[src/rtl/axi4_if.sv]
// AXI4-lite channel bundle (with ids and rlast) shared by the error responder
// and whatever drives it. One agent per modport.
//
// Handshake rule on every channel: a transfer happens on the rising aclk edge
// where valid and ready are both high. A source keeps valid and its payload
// stable until that edge, and ready may depend only on the sink's registered
// state.
interface axi4_if #(
  parameter int A = 32,
  parameter int N = 4,
  parameter int I = 1
);
  logic           awvalid;
  logic           awready;
  logic [A-1:0]   awaddr;
  logic [I-1:0]   awid;
  logic           wvalid;
  logic           wready;
  logic [8*N-1:0] wdata;
  logic [N-1:0]   wstrb;
  logic           bvalid;
  logic           bready;
  logic [I-1:0]   bid;
  logic [1:0]     bresp;
  logic           arvalid;
  logic           arready;
  logic [A-1:0]   araddr;
  logic [I-1:0]   arid;
  logic           rvalid;
  logic           rready;
  logic [I-1:0]   rid;
  logic [8*N-1:0] rdata;
  logic [1:0]     rresp;
  logic           rlast;

  modport master (
    output awvalid, awaddr, awid, wvalid, wdata, wstrb, bready,
           arvalid, araddr, arid, rready,
    input  awready, wready, bvalid, bid, bresp,
           arready, rvalid, rid, rdata, rresp, rlast
  );

  modport slave (
    input  awvalid, awaddr, awid, wvalid, wdata, wstrb, bready,
           arvalid, araddr, arid, rready,
    output awready, wready, bvalid, bid, bresp,
           arready, rvalid, rid, rdata, rresp, rlast
  );
endinterface

[src/rtl/axi4_lite_error_slave.sv]
// Default/error responder for unmapped AXI4-lite space. Every transaction is
// answered with RESP, and reads return the fixed pattern D. AW and W are
// accepted independently. Up to DEPTH transactions per direction are queued.
// It also keeps saturating response counters and the last offending address.
module axi4_lite_error_slave #(
  parameter int          A     = 32,
  parameter int          N     = 4,
  parameter int          I     = 1,
  parameter logic [63:0] D     = 64'hbaadc0de,
  parameter logic [1:0]  RESP  = 2'b11,
  parameter int          DEPTH = 2,
  parameter int          CW    = 16
) (
  input  logic          aclk,
  input  logic          aresetn,
  axi4_if.slave         axi4_s,
  output logic [CW-1:0] wr_err_count,
  output logic [CW-1:0] rd_err_count,
  output logic [A-1:0]  last_err_addr,
  output logic          last_err_write,
  output logic          err_pulse
);
  localparam int              DW    = 8 * N;
  localparam int              PW    = $clog2(DEPTH);
  localparam int              CNTW  = $clog2(DEPTH + 1);
  localparam logic [CNTW-1:0] FULL  = CNTW'(DEPTH);
  localparam logic [DW-1:0]   RDATA = DW'(D);

  // write-address id queue, W credit counter, read id queue
  logic [I-1:0]    aw_id_q [DEPTH];
  logic [I-1:0]    aw_id_d [DEPTH];
  logic [PW-1:0]   aw_wp_q, aw_wp_d, aw_rp_q, aw_rp_d;
  logic [CNTW-1:0] aw_cnt_q, aw_cnt_d;
  logic [CNTW-1:0] w_cnt_q, w_cnt_d;
  logic [I-1:0]    ar_id_q [DEPTH];
  logic [I-1:0]    ar_id_d [DEPTH];
  logic [PW-1:0]   ar_wp_q, ar_wp_d, ar_rp_q, ar_rp_d;
  logic [CNTW-1:0] ar_cnt_q, ar_cnt_d;

  // debug/CSR state
  logic [CW-1:0]   wr_err_count_q, wr_err_count_d;
  logic [CW-1:0]   rd_err_count_q, rd_err_count_d;
  logic [A-1:0]    last_err_addr_q, last_err_addr_d;
  logic            last_err_write_q, last_err_write_d;
  logic            err_pulse_q, err_pulse_d;

  logic aw_hs, w_hs, b_hs, ar_hs, r_hs;

  // Write payload carries no information for a decode hole.
  logic unused_wpayload;
  assign unused_wpayload = ^{axi4_s.wdata, axi4_s.wstrb};

  // Readies come from registered occupancy only. They are held low while reset is applied.
  assign axi4_s.awready = aresetn & (aw_cnt_q != FULL);
  assign axi4_s.wready  = aresetn & (w_cnt_q != FULL);
  assign axi4_s.arready = aresetn & (ar_cnt_q != FULL);

  // A B response needs both a queued address and a banked data beat.
  assign axi4_s.bvalid = (aw_cnt_q != '0) & (w_cnt_q != '0);
  assign axi4_s.bid    = aw_id_q[aw_rp_q];
  assign axi4_s.bresp  = RESP;
  assign axi4_s.rvalid = (ar_cnt_q != '0);
  assign axi4_s.rid    = ar_id_q[ar_rp_q];
  assign axi4_s.rdata  = RDATA;
  assign axi4_s.rresp  = RESP;
  assign axi4_s.rlast  = 1'b1;

  assign aw_hs = axi4_s.awvalid & axi4_s.awready;
  assign w_hs  = axi4_s.wvalid & axi4_s.wready;
  assign b_hs  = axi4_s.bvalid & axi4_s.bready;
  assign ar_hs = axi4_s.arvalid & axi4_s.arready;
  assign r_hs  = axi4_s.rvalid & axi4_s.rready;

  assign wr_err_count   = wr_err_count_q;
  assign rd_err_count   = rd_err_count_q;
  assign last_err_addr  = last_err_addr_q;
  assign last_err_write = last_err_write_q;
  assign err_pulse      = err_pulse_q;

  // Next state for the write path: AW queue push/pop and W credit accounting.
  always_comb begin
    aw_id_d  = aw_id_q;
    aw_wp_d  = aw_wp_q;
    aw_rp_d  = aw_rp_q;
    aw_cnt_d = aw_cnt_q;
    w_cnt_d  = w_cnt_q;
    if (aw_hs) begin
      aw_id_d[aw_wp_q] = axi4_s.awid;
      aw_wp_d          = aw_wp_q + 1'b1;
    end
    if (b_hs) aw_rp_d = aw_rp_q + 1'b1;
    case ({aw_hs, b_hs})
      2'b10:   aw_cnt_d = aw_cnt_q + 1'b1;
      2'b01:   aw_cnt_d = aw_cnt_q - 1'b1;
      default: aw_cnt_d = aw_cnt_q;
    endcase
    case ({w_hs, b_hs})
      2'b10:   w_cnt_d = w_cnt_q + 1'b1;
      2'b01:   w_cnt_d = w_cnt_q - 1'b1;
      default: w_cnt_d = w_cnt_q;
    endcase
  end

  // Next state for the read path: AR id queue push/pop.
  always_comb begin
    ar_id_d  = ar_id_q;
    ar_wp_d  = ar_wp_q;
    ar_rp_d  = ar_rp_q;
    ar_cnt_d = ar_cnt_q;
    if (ar_hs) begin
      ar_id_d[ar_wp_q] = axi4_s.arid;
      ar_wp_d          = ar_wp_q + 1'b1;
    end
    if (r_hs) ar_rp_d = ar_rp_q + 1'b1;
    case ({ar_hs, r_hs})
      2'b10:   ar_cnt_d = ar_cnt_q + 1'b1;
      2'b01:   ar_cnt_d = ar_cnt_q - 1'b1;
      default: ar_cnt_d = ar_cnt_q;
    endcase
  end

  // Next state for debug outputs. AW wins over AR when both are accepted together.
  always_comb begin
    wr_err_count_d   = wr_err_count_q;
    rd_err_count_d   = rd_err_count_q;
    last_err_addr_d  = last_err_addr_q;
    last_err_write_d = last_err_write_q;
    err_pulse_d      = aw_hs | ar_hs;
    if (b_hs && (wr_err_count_q != '1)) wr_err_count_d = wr_err_count_q + 1'b1;
    if (r_hs && (rd_err_count_q != '1)) rd_err_count_d = rd_err_count_q + 1'b1;
    if (aw_hs) begin
      last_err_addr_d  = axi4_s.awaddr;
      last_err_write_d = 1'b1;
    end else if (ar_hs) begin
      last_err_addr_d  = axi4_s.araddr;
      last_err_write_d = 1'b0;
    end
  end

  // Register all state. Reset empties both queues and drops anything in flight.
  always_ff @(posedge aclk) begin
    if (!aresetn) begin
      for (int i = 0; i < DEPTH; i++) begin
        aw_id_q[i] <= '0;
        ar_id_q[i] <= '0;
      end
      aw_wp_q          <= '0;
      aw_rp_q          <= '0;
      aw_cnt_q         <= '0;
      w_cnt_q          <= '0;
      ar_wp_q          <= '0;
      ar_rp_q          <= '0;
      ar_cnt_q         <= '0;
      wr_err_count_q   <= '0;
      rd_err_count_q   <= '0;
      last_err_addr_q  <= '0;
      last_err_write_q <= 1'b0;
      err_pulse_q      <= 1'b0;
    end else begin
      aw_id_q          <= aw_id_d;
      ar_id_q          <= ar_id_d;
      aw_wp_q          <= aw_wp_d;
      aw_rp_q          <= aw_rp_d;
      aw_cnt_q         <= aw_cnt_d;
      w_cnt_q          <= w_cnt_d;
      ar_wp_q          <= ar_wp_d;
      ar_rp_q          <= ar_rp_d;
      ar_cnt_q         <= ar_cnt_d;
      wr_err_count_q   <= wr_err_count_d;
      rd_err_count_q   <= rd_err_count_d;
      last_err_addr_q  <= last_err_addr_d;
      last_err_write_q <= last_err_write_d;
      err_pulse_q      <= err_pulse_d;
    end
  end
endmodule

[src/flat_wrapper.sv]
// flat-port wrapper written by rule: the top's interface ports become plain ports
module axi4_lite_error_slave_flat 
#(
  parameter int          A     = 32,
  parameter int          N     = 4,
  parameter int          I     = 1,
  parameter logic [63:0] D     = 64'hbaadc0de,
  parameter logic [1:0]  RESP  = 2'b11,
  parameter int          DEPTH = 2,
  parameter int          CW    = 16
)
  (aclk, aresetn, wr_err_count, rd_err_count, last_err_addr, last_err_write, err_pulse, axi4_s_awvalid, axi4_s_awaddr, axi4_s_awid, axi4_s_wvalid, axi4_s_wdata, axi4_s_wstrb, axi4_s_bready, axi4_s_arvalid, axi4_s_araddr, axi4_s_arid, axi4_s_rready, axi4_s_awready, axi4_s_wready, axi4_s_bvalid, axi4_s_bid, axi4_s_bresp, axi4_s_arready, axi4_s_rvalid, axi4_s_rid, axi4_s_rdata, axi4_s_rresp, axi4_s_rlast);
  axi4_if #(.A(A), .N(N), .I(I)) axi4_s_i ();
  input  logic aclk;
  input  logic aresetn;
  output logic [CW-1:0] wr_err_count;
  output logic [CW-1:0] rd_err_count;
  output logic [A-1:0] last_err_addr;
  output logic last_err_write;
  output logic err_pulse;
  input wire logic [$bits(axi4_s_i.awvalid)-1:0] axi4_s_awvalid;
  input wire logic [$bits(axi4_s_i.awaddr)-1:0] axi4_s_awaddr;
  input wire logic [$bits(axi4_s_i.awid)-1:0] axi4_s_awid;
  input wire logic [$bits(axi4_s_i.wvalid)-1:0] axi4_s_wvalid;
  input wire logic [$bits(axi4_s_i.wdata)-1:0] axi4_s_wdata;
  input wire logic [$bits(axi4_s_i.wstrb)-1:0] axi4_s_wstrb;
  input wire logic [$bits(axi4_s_i.bready)-1:0] axi4_s_bready;
  input wire logic [$bits(axi4_s_i.arvalid)-1:0] axi4_s_arvalid;
  input wire logic [$bits(axi4_s_i.araddr)-1:0] axi4_s_araddr;
  input wire logic [$bits(axi4_s_i.arid)-1:0] axi4_s_arid;
  input wire logic [$bits(axi4_s_i.rready)-1:0] axi4_s_rready;
  output wire logic [$bits(axi4_s_i.awready)-1:0] axi4_s_awready;
  output wire logic [$bits(axi4_s_i.wready)-1:0] axi4_s_wready;
  output wire logic [$bits(axi4_s_i.bvalid)-1:0] axi4_s_bvalid;
  output wire logic [$bits(axi4_s_i.bid)-1:0] axi4_s_bid;
  output wire logic [$bits(axi4_s_i.bresp)-1:0] axi4_s_bresp;
  output wire logic [$bits(axi4_s_i.arready)-1:0] axi4_s_arready;
  output wire logic [$bits(axi4_s_i.rvalid)-1:0] axi4_s_rvalid;
  output wire logic [$bits(axi4_s_i.rid)-1:0] axi4_s_rid;
  output wire logic [$bits(axi4_s_i.rdata)-1:0] axi4_s_rdata;
  output wire logic [$bits(axi4_s_i.rresp)-1:0] axi4_s_rresp;
  output wire logic [$bits(axi4_s_i.rlast)-1:0] axi4_s_rlast;
  assign axi4_s_i.awvalid = axi4_s_awvalid;
  assign axi4_s_i.awaddr = axi4_s_awaddr;
  assign axi4_s_i.awid = axi4_s_awid;
  assign axi4_s_i.wvalid = axi4_s_wvalid;
  assign axi4_s_i.wdata = axi4_s_wdata;
  assign axi4_s_i.wstrb = axi4_s_wstrb;
  assign axi4_s_i.bready = axi4_s_bready;
  assign axi4_s_i.arvalid = axi4_s_arvalid;
  assign axi4_s_i.araddr = axi4_s_araddr;
  assign axi4_s_i.arid = axi4_s_arid;
  assign axi4_s_i.rready = axi4_s_rready;
  assign axi4_s_awready = axi4_s_i.awready;
  assign axi4_s_wready = axi4_s_i.wready;
  assign axi4_s_bvalid = axi4_s_i.bvalid;
  assign axi4_s_bid = axi4_s_i.bid;
  assign axi4_s_bresp = axi4_s_i.bresp;
  assign axi4_s_arready = axi4_s_i.arready;
  assign axi4_s_rvalid = axi4_s_i.rvalid;
  assign axi4_s_rid = axi4_s_i.rid;
  assign axi4_s_rdata = axi4_s_i.rdata;
  assign axi4_s_rresp = axi4_s_i.rresp;
  assign axi4_s_rlast = axi4_s_i.rlast;
  axi4_lite_error_slave #(.A(A), .N(N), .I(I), .D(D), .RESP(RESP), .DEPTH(DEPTH), .CW(CW)) u_core (.aclk(aclk), .aresetn(aresetn), .axi4_s(axi4_s_i), .wr_err_count(wr_err_count), .rd_err_count(rd_err_count), .last_err_addr(last_err_addr), .last_err_write(last_err_write), .err_pulse(err_pulse));
endmodule
[config.mk]
export PLATFORM = sky130hd
export DESIGN_NAME = axi4_lite_error_slave_flat
export DESIGN_NICKNAME = d
export VERILOG_FILES = /design/src/rtl/axi4_if.sv /design/src/rtl/axi4_lite_error_slave.sv /design/src/flat_wrapper.sv
export SDC_FILE = /design/constraint.sdc
export NUM_CORES = 1
export LEC_CHECK = 0
export CAP_MARGIN = 10
export CORE_UTILIZATION = 42
export DETAILED_ROUTE_END_ITERATION = 7
export PLACE_DENSITY_LB_ADDON = 0.1
export RECOVER_POWER = 25
export SYNTH_ARGS = -nofsm -noshare
export SYNTH_HDL_FRONTEND = slang
export SYNTH_SLANG_ARGS = --single-unit
[constraint.sdc]
create_clock -name aclk -period 4.6 [get_ports aclk]
set_input_delay 0.92 -clock aclk [delete_from_list [all_inputs] [get_ports aclk]]
set_output_delay 0.92 -clock aclk [all_outputs]
set_load 0.05 [all_outputs]
==> qor.txt, run 1 <==
run status: completed
Pre-Repair DR Iteration Count: 4
Rows: 35
Static Leak: 2.15 nW
RSZ-0062 raised after global routing: false
Starting Density: 43.5%
# resized after CTS: 0
post-synthesis xor/xnor area fraction: 2.18%
Final setup violation count: 0
WS Path Type: in -> out
Post-CTS Hold Buffers: 0
die height: 99.8 microns
Antenna Nets Post-Route: 0
total CTS buffers: 9
buffers added on ports: 145
n_diodes: 0
wire per inst: 13.9 microns
FILL cells: 870
sequential area share after synthesis: 39.9%
vias in the first global route: 3,685
Compound-Gate Fraction of Synth Area: 17.8%
Worst Tran Pin Value: 1.49 ns
CORE AREA: 9240 sq um
CTS tree: yes
grt ovf: 0
largest net degree at the start of global routing: 69
clock root buffer: clkbuf_8
first-pass GRT wire length: 16,800 microns
most frequent cells in the layout: 126 x clkdlybuf4s50_1, 80 x dfxtp_1, 47 x nor2_1, 37 x mux2i_1, 37 x conb_1
Worst Setup End Kind: output port
fin nets: 709
Pwr Density: 334 nW/um^2
HPWL after detailed placement: 7150 microns
Synth Register Bits: 80
FF+latch area: 1600 sq um
share of layout cells above drive strength 1: 4.50%
commonest non-fill, non-tap cell in the layout: clkdlybuf4s50_1
Worst-Skew Late Latency: 0.35 ns
f_max: 266 MHz
max-slew violations: 0
min Tclk post-route: 3.76 ns
clock skew: 0.00855 ns
Setup crit start kind: primary input
number of synthesized flops with an enable pin: 0
relative slew slack: 0.775%
simple-gate share of the synthesized area: 17.8%
Post-Synth Adder-Cell Area: 1.56%
Mapped Area: 4020 sq um
Synth warnings: 0
Clock Sinks: 80
ys async rst share: 0%
Arr. time, crit path: 2.84 ns
Via density: 5.19
H-Tree Depth: 3
clk buf depth: 2
Max VDD drop: 0.165 mV
total number of vias: 3,783
post-CTS setup buffer count: 0
Area growth syn-to-layout: 39.6%
syn avg cell area: 8.70 sq um
Final period util: 81.7%
cells after synthesis: 462
Post-synth top flop: dfxtp_1
Fin. Hold Viols: 0
Tot GR Track Use: 20.8%
total negative slack: 0 ns
Clk pin slew, worst setup/hold paths: 0.08 ns
Worst EP required: 3.68 ns
post-synthesis mux area share: 9.78%
# DRC: 0
RD Place Congestion: 0.808
Max Cap Viol: 0
die area: 9960 sq um
final WL: 10,100 microns
initial antenna violation count: 0
Multi-input gate area: 2110 sq um
Worst Path Max Fanout: 17
Starting DRT DRC Count: 75
largest family of logic cells by synthesized area: compound AO/OA/AOI/OAI gates
hold_ws: 0.453 ns
Die Span X: 99.8 microns
# IOs: 219
post-synth cell types: 45
worst hold-check path type: reg -> reg
## worst max-delay path, stage by stage
cell             delay (ns)
clkdlybuf4s50_1        0.53
clkbuf_1               0.61
inv_1                  0.26
a21oi_1                0.34
buf_12                 0.18
## state kept, by name, summed over array words and instances (netlist names)
register and flops:
u_core.ar_cnt_q 2, u_core.ar_id_q 2, u_core.ar_rp_q 1, u_core.ar_wp_q 1, u_core.aw_cnt_q 2, u_core.aw_id_q 2, u_core.aw_rp_q 1, u_core.aw_wp_q 1
u_core.err_pulse 1, u_core.last_err_addr 32, u_core.last_err_write 1, u_core.rd_err_count 16, u_core.w_cnt_q 2, u_core.wr_err_count 16
## layout make-up
| cell class | instances | area share [%] |
|---|---|---|
| multi-input combinational | 340 | 37.5 |
| clock inverter | 6 | 1.07 |
| timing repair buffer | 151 | 26.8 |
| sequential | 80 | 28.6 |
| clock buffer | 10 | 2.28 |
| inverter | 13 | 0.870 |
| tap | 129 | 2.88 |
## path summary, 6_finish.rpt
check | slack (ns) | endpoint | cells after the start | start
worst max-delay path | 0.84 | axi4_s_wready | 5 | aresetn
worst min-delay path | 0.45 | u_core.last_err_write | 2 | u_core.last_err_write
worst max register to register | 2.10 | u_core.wr_err_count[15] | 6 | u_core.wr_err_count[0]
worst min register to register | 0.45 | u_core.last_err_write | 2 | u_core.last_err_write
## kinds of logic after synthesis
kind of cell / after synthesis
other cells: 2
mux: 39
xor+xnor: 10
flops: 80
buf+inv: 77
fa+ha+maj: 5
compound gates: 109
simple gates: 140
## cells in the mapped netlist (all sizes together) (6+ instances only)
master  number  area [sq um]
dfxtp       80          1600
nor2        47           176
buf         44           312
mux2i       37           370
a21oi       33           165
a211oi      32           240
nand2       21          78.8
clkbuf      20          75.1
or4         18           135
nand3       15          75.1
o21ai       15          75.1
o31ai       14           105
inv         12          45.0
or3         12          75.1
nand4        9          56.3
xnor2        6          52.6
## power by group
group          switching (W)  internal [W]  leakage (nW)
clock               0.000261      0.000248        0.0920
sequential         0.0000436      0.000745         0.654
combinational       0.000365      0.000214          1.40
## metal layers
metal / track usage [%] / vias to the layer above / part of all wire [%]
met5: 0 / - / 0
met4: 6.67 / 0 / 1.2
met3: 7.38 / 12 / 8.4
met2: 35.2 / 134 / 48
met1: 24.6 / 1757 / 43
li1: - / 1880 / -
## per-stage QoR
| stage | instances | worst slack [ns] | power (W) | cell area, sq um | utilization [%] |
|---|---|---|---|---|---|
| finish | 729 | 0.842 | 0.00188 | 5610 | 60.7 |
| global route | 729 | 0.639 | 0.00196 | 5610 | 60.7 |
| CTS | 729 | 1.25 | 0.00190 | 5630 | 61.0 |
| detailed placement | 713 | 1.26 | 0.00139 | 5450 | 58.9 |
| global placement | 713 | 1.25 | 0.00138 | 5450 | 58.9 |
| floorplan | 497 | 1.41 | 0.00122 | 4150 | - |
No activity file was read; power rests on OpenSTA's default activity.
==> inputs of run 2 (changes only) <==
--- a/config.mk
+++ b/config.mk
@@ -6,7 +6,7 @@
 export NUM_CORES = 1
 export LEC_CHECK = 0
 export CAP_MARGIN = 10
-export CORE_UTILIZATION = 42
+export CORE_UTILIZATION = 39
 export DETAILED_ROUTE_END_ITERATION = 7
 export PLACE_DENSITY_LB_ADDON = 0.1
 export RECOVER_POWER = 25
==> constraint.sdc (replaced) <==
create_clock -name aclk -period 3.7 [get_ports aclk]
set_input_delay 0.74 -clock aclk [delete_from_list [all_inputs] [get_ports aclk]]
set_output_delay 0.74 -clock aclk [all_outputs]
set_load 0.05 [all_outputs]
==> qor.txt, run 2 (synthesis results as in run 1) <==
n_diodes: 0 (unchanged)
pre-CTS WS: 0.816 ns (-0.443 ns)
wire per inst: 13.8 microns (-0.83%)
Max Cap Viol: 0 (unchanged)
buffers added on ports: 145 (unchanged)
Via density: 5.15 (-0.68%)
commonest non-fill, non-tap cell in the layout: clkdlybuf4s50_1
worst r2r path cells: 6 (unchanged)
setup slack after layout: 0.893 ns (+0.0508 ns)
grt ovf: 0 (unchanged)
Pwr Density: 427 nW/um^2 (+28%)
Tot GR Track Use: 19.1% (-1.7 points)
die height: 103 microns (+3.7%)
clock root buffer: clkbuf_8
fin nets: 710 (+0.14%)
Clk pin slew, worst setup/hold paths: 0.09 ns (about the same)
setup slack, reg-to-reg: 1.27 ns (-0.83 ns)
share of layout cells above drive strength 1: 5.16% (+0.66 points)
placed insts: 718 (+0.70%)
total negative slack: 0 ns (unchanged)
Worst Path Max Fanout: 16 (-1)
initial antenna violation count: 0 (unchanged)
Starting DRT DRC Count: 90 (+20%)
CTS tree: yes
Worst Tran Pin Value: 1.42 ns (-0.0665 ns)
Die Span X: 103 microns (+3.7%)
first-pass GRT wire length: 16,100 microns (-4.1%)
min Tclk post-route: 2.81 ns
Clock Sinks: 80 (unchanged)
Antenna Nets Post-Route: 0 (unchanged)
H-Tree Depth: 3 (unchanged)
clock skew: 0.0103 ns (+0.00179 ns)
post-CTS setup buffer count: 0 (unchanged)
HPWL after detailed placement: 7190 microns (+0.63%)
f_max: 356 MHz
Pwr Total: 0.00242 W (+29%)
RSZ-0062 raised after global routing: false
total CTS buffers: 9 (unchanged)
Largest register FFs: 32 (unchanged)
relative slew slack: 5.21% (+4.4 points)
RD Place Congestion: 0.808 (about the same)
Post-CTS Hold Buffers: 0 (unchanged)
Min-Delay Endpoint: u_core.last_err_write
# IOs: 219 (unchanged)
Fin. Hold Viols: 0 (unchanged)
Worst EP required: 3.93 ns (+0.25 ns)
CORE AREA: 9860 sq um (+6.8%)
Max VDD drop: 0.252 mV (+53%)
Final period util: 75.9%
Starting Density: 40.7% (-2.8 points)
# resized after CTS: 0 (unchanged)
Arr. time, crit path: 3.04 ns (+0.20 ns)
Area growth syn-to-layout: 41.0%
worst hold path cell count: 2 (unchanged)
non-filler cells in the finished layout: 734 (+0.69%)
hold wc startpoint: u_core.last_err_write
# DRC: 0 (unchanged)
Final setup violation count: 0 (unchanged)
clk buf depth: 2 (unchanged)
terminus of the critical flop-to-flop path: u_core.wr_err_count[15]
Pre-Repair DR Iteration Count: 4 (unchanged)
Rows: 36 (+2.9%)
largest net degree at the start of global routing: 69 (unchanged)
max-slew violations: 0 (unchanged)
vias in the first global route: 3,371 (-8.5%)
total number of vias: 3,783 (unchanged)
hold_ws: 0.463 ns (+0.0101 ns)
final WL: 10,100 microns (-0.15%)
reg2reg start: u_core.wr_err_count[0]
Static Leak: 2.17 nW (+1.1%)
Setup crit start kind: primary input
Worst-Skew Late Latency: 0.35 ns (about the same)
die area: 10,700 sq um (+7.5%)
worst hold-check path type: reg -> reg
Worst Setup End Kind: flip-flop
run status: completed
most frequent cells in the layout: 125 x clkdlybuf4s50_1, 80 x dfxtp_1, 47 x nor2_1, 37 x mux2i_1, 37 x conb_1
WS Path Type: in -> reg
run 2: cell types whose count changed in the layout (fill, tap and decap cells not counted), sizes merged:
cell           delta
clkinv            -2
buf               +4
clkdlybuf4s50     -1
inv               +1
bufinv            +1
clkbuf            -2
run 2: critical path, stage by stage:
cell and delay [ns]:
dlygate4sd3_1 0.58, buf_4 0.21, o211ai_1 0.34, clkbuf_1 0.72
mux2i_1 0.16, a211oi_1 0.28
run 2: how the worst max path moves through the flow:
stage,slack [ns],start,to,cells past startpoint
final,0.89,aresetn,u_core.last_err_addr[1],6
after global routing,0.81,aresetn,u_core.last_err_addr[10],6
after CTS,1.09,aresetn,axi4_s_arready,4
after detailed placement,0.82,aresetn,u_core.ar_cnt_q[1],6
after global placement,0.84,aresetn,u_core.ar_cnt_q[1],6
after floorplan,0.77,aresetn,u_core.w_cnt_q[1],7
run 2: report_power, final:
part	total [W]	internal, W	switching, W
Sequential	0.000979	0.000926	0.0000530
Clock	0.000720	0.000384	0.000336
Combinational	0.000718	0.000264	0.000454
run 2: final cells by class:
cell class	count	area, sq um
clock buffers	10	128
clock inverters	6	92.6
fillers	913	4200
inverters	13	48.8
multi-input cells	340	2110
flip-flops and latches	80	1600
well taps	133	166
repair buffers	152	1520
run 2: stage by stage:
stage	area, sq um	utilization, %
final	5660	57.4
after global routing	5660	57.4
after CTS	5680	57.5
after detailed placement	5460	55.3
after global placement	5460	55.3
after floorplan	4150	-
run 2: layer usage:
layer,track usage (%),vias to the layer above,wire (microns)
met5,0,-,0
met4,4.88,0,62
met3,7.53,8,751
met2,31.9,123,5060
met1,23.0,1763,4230
li1,-,1889,-
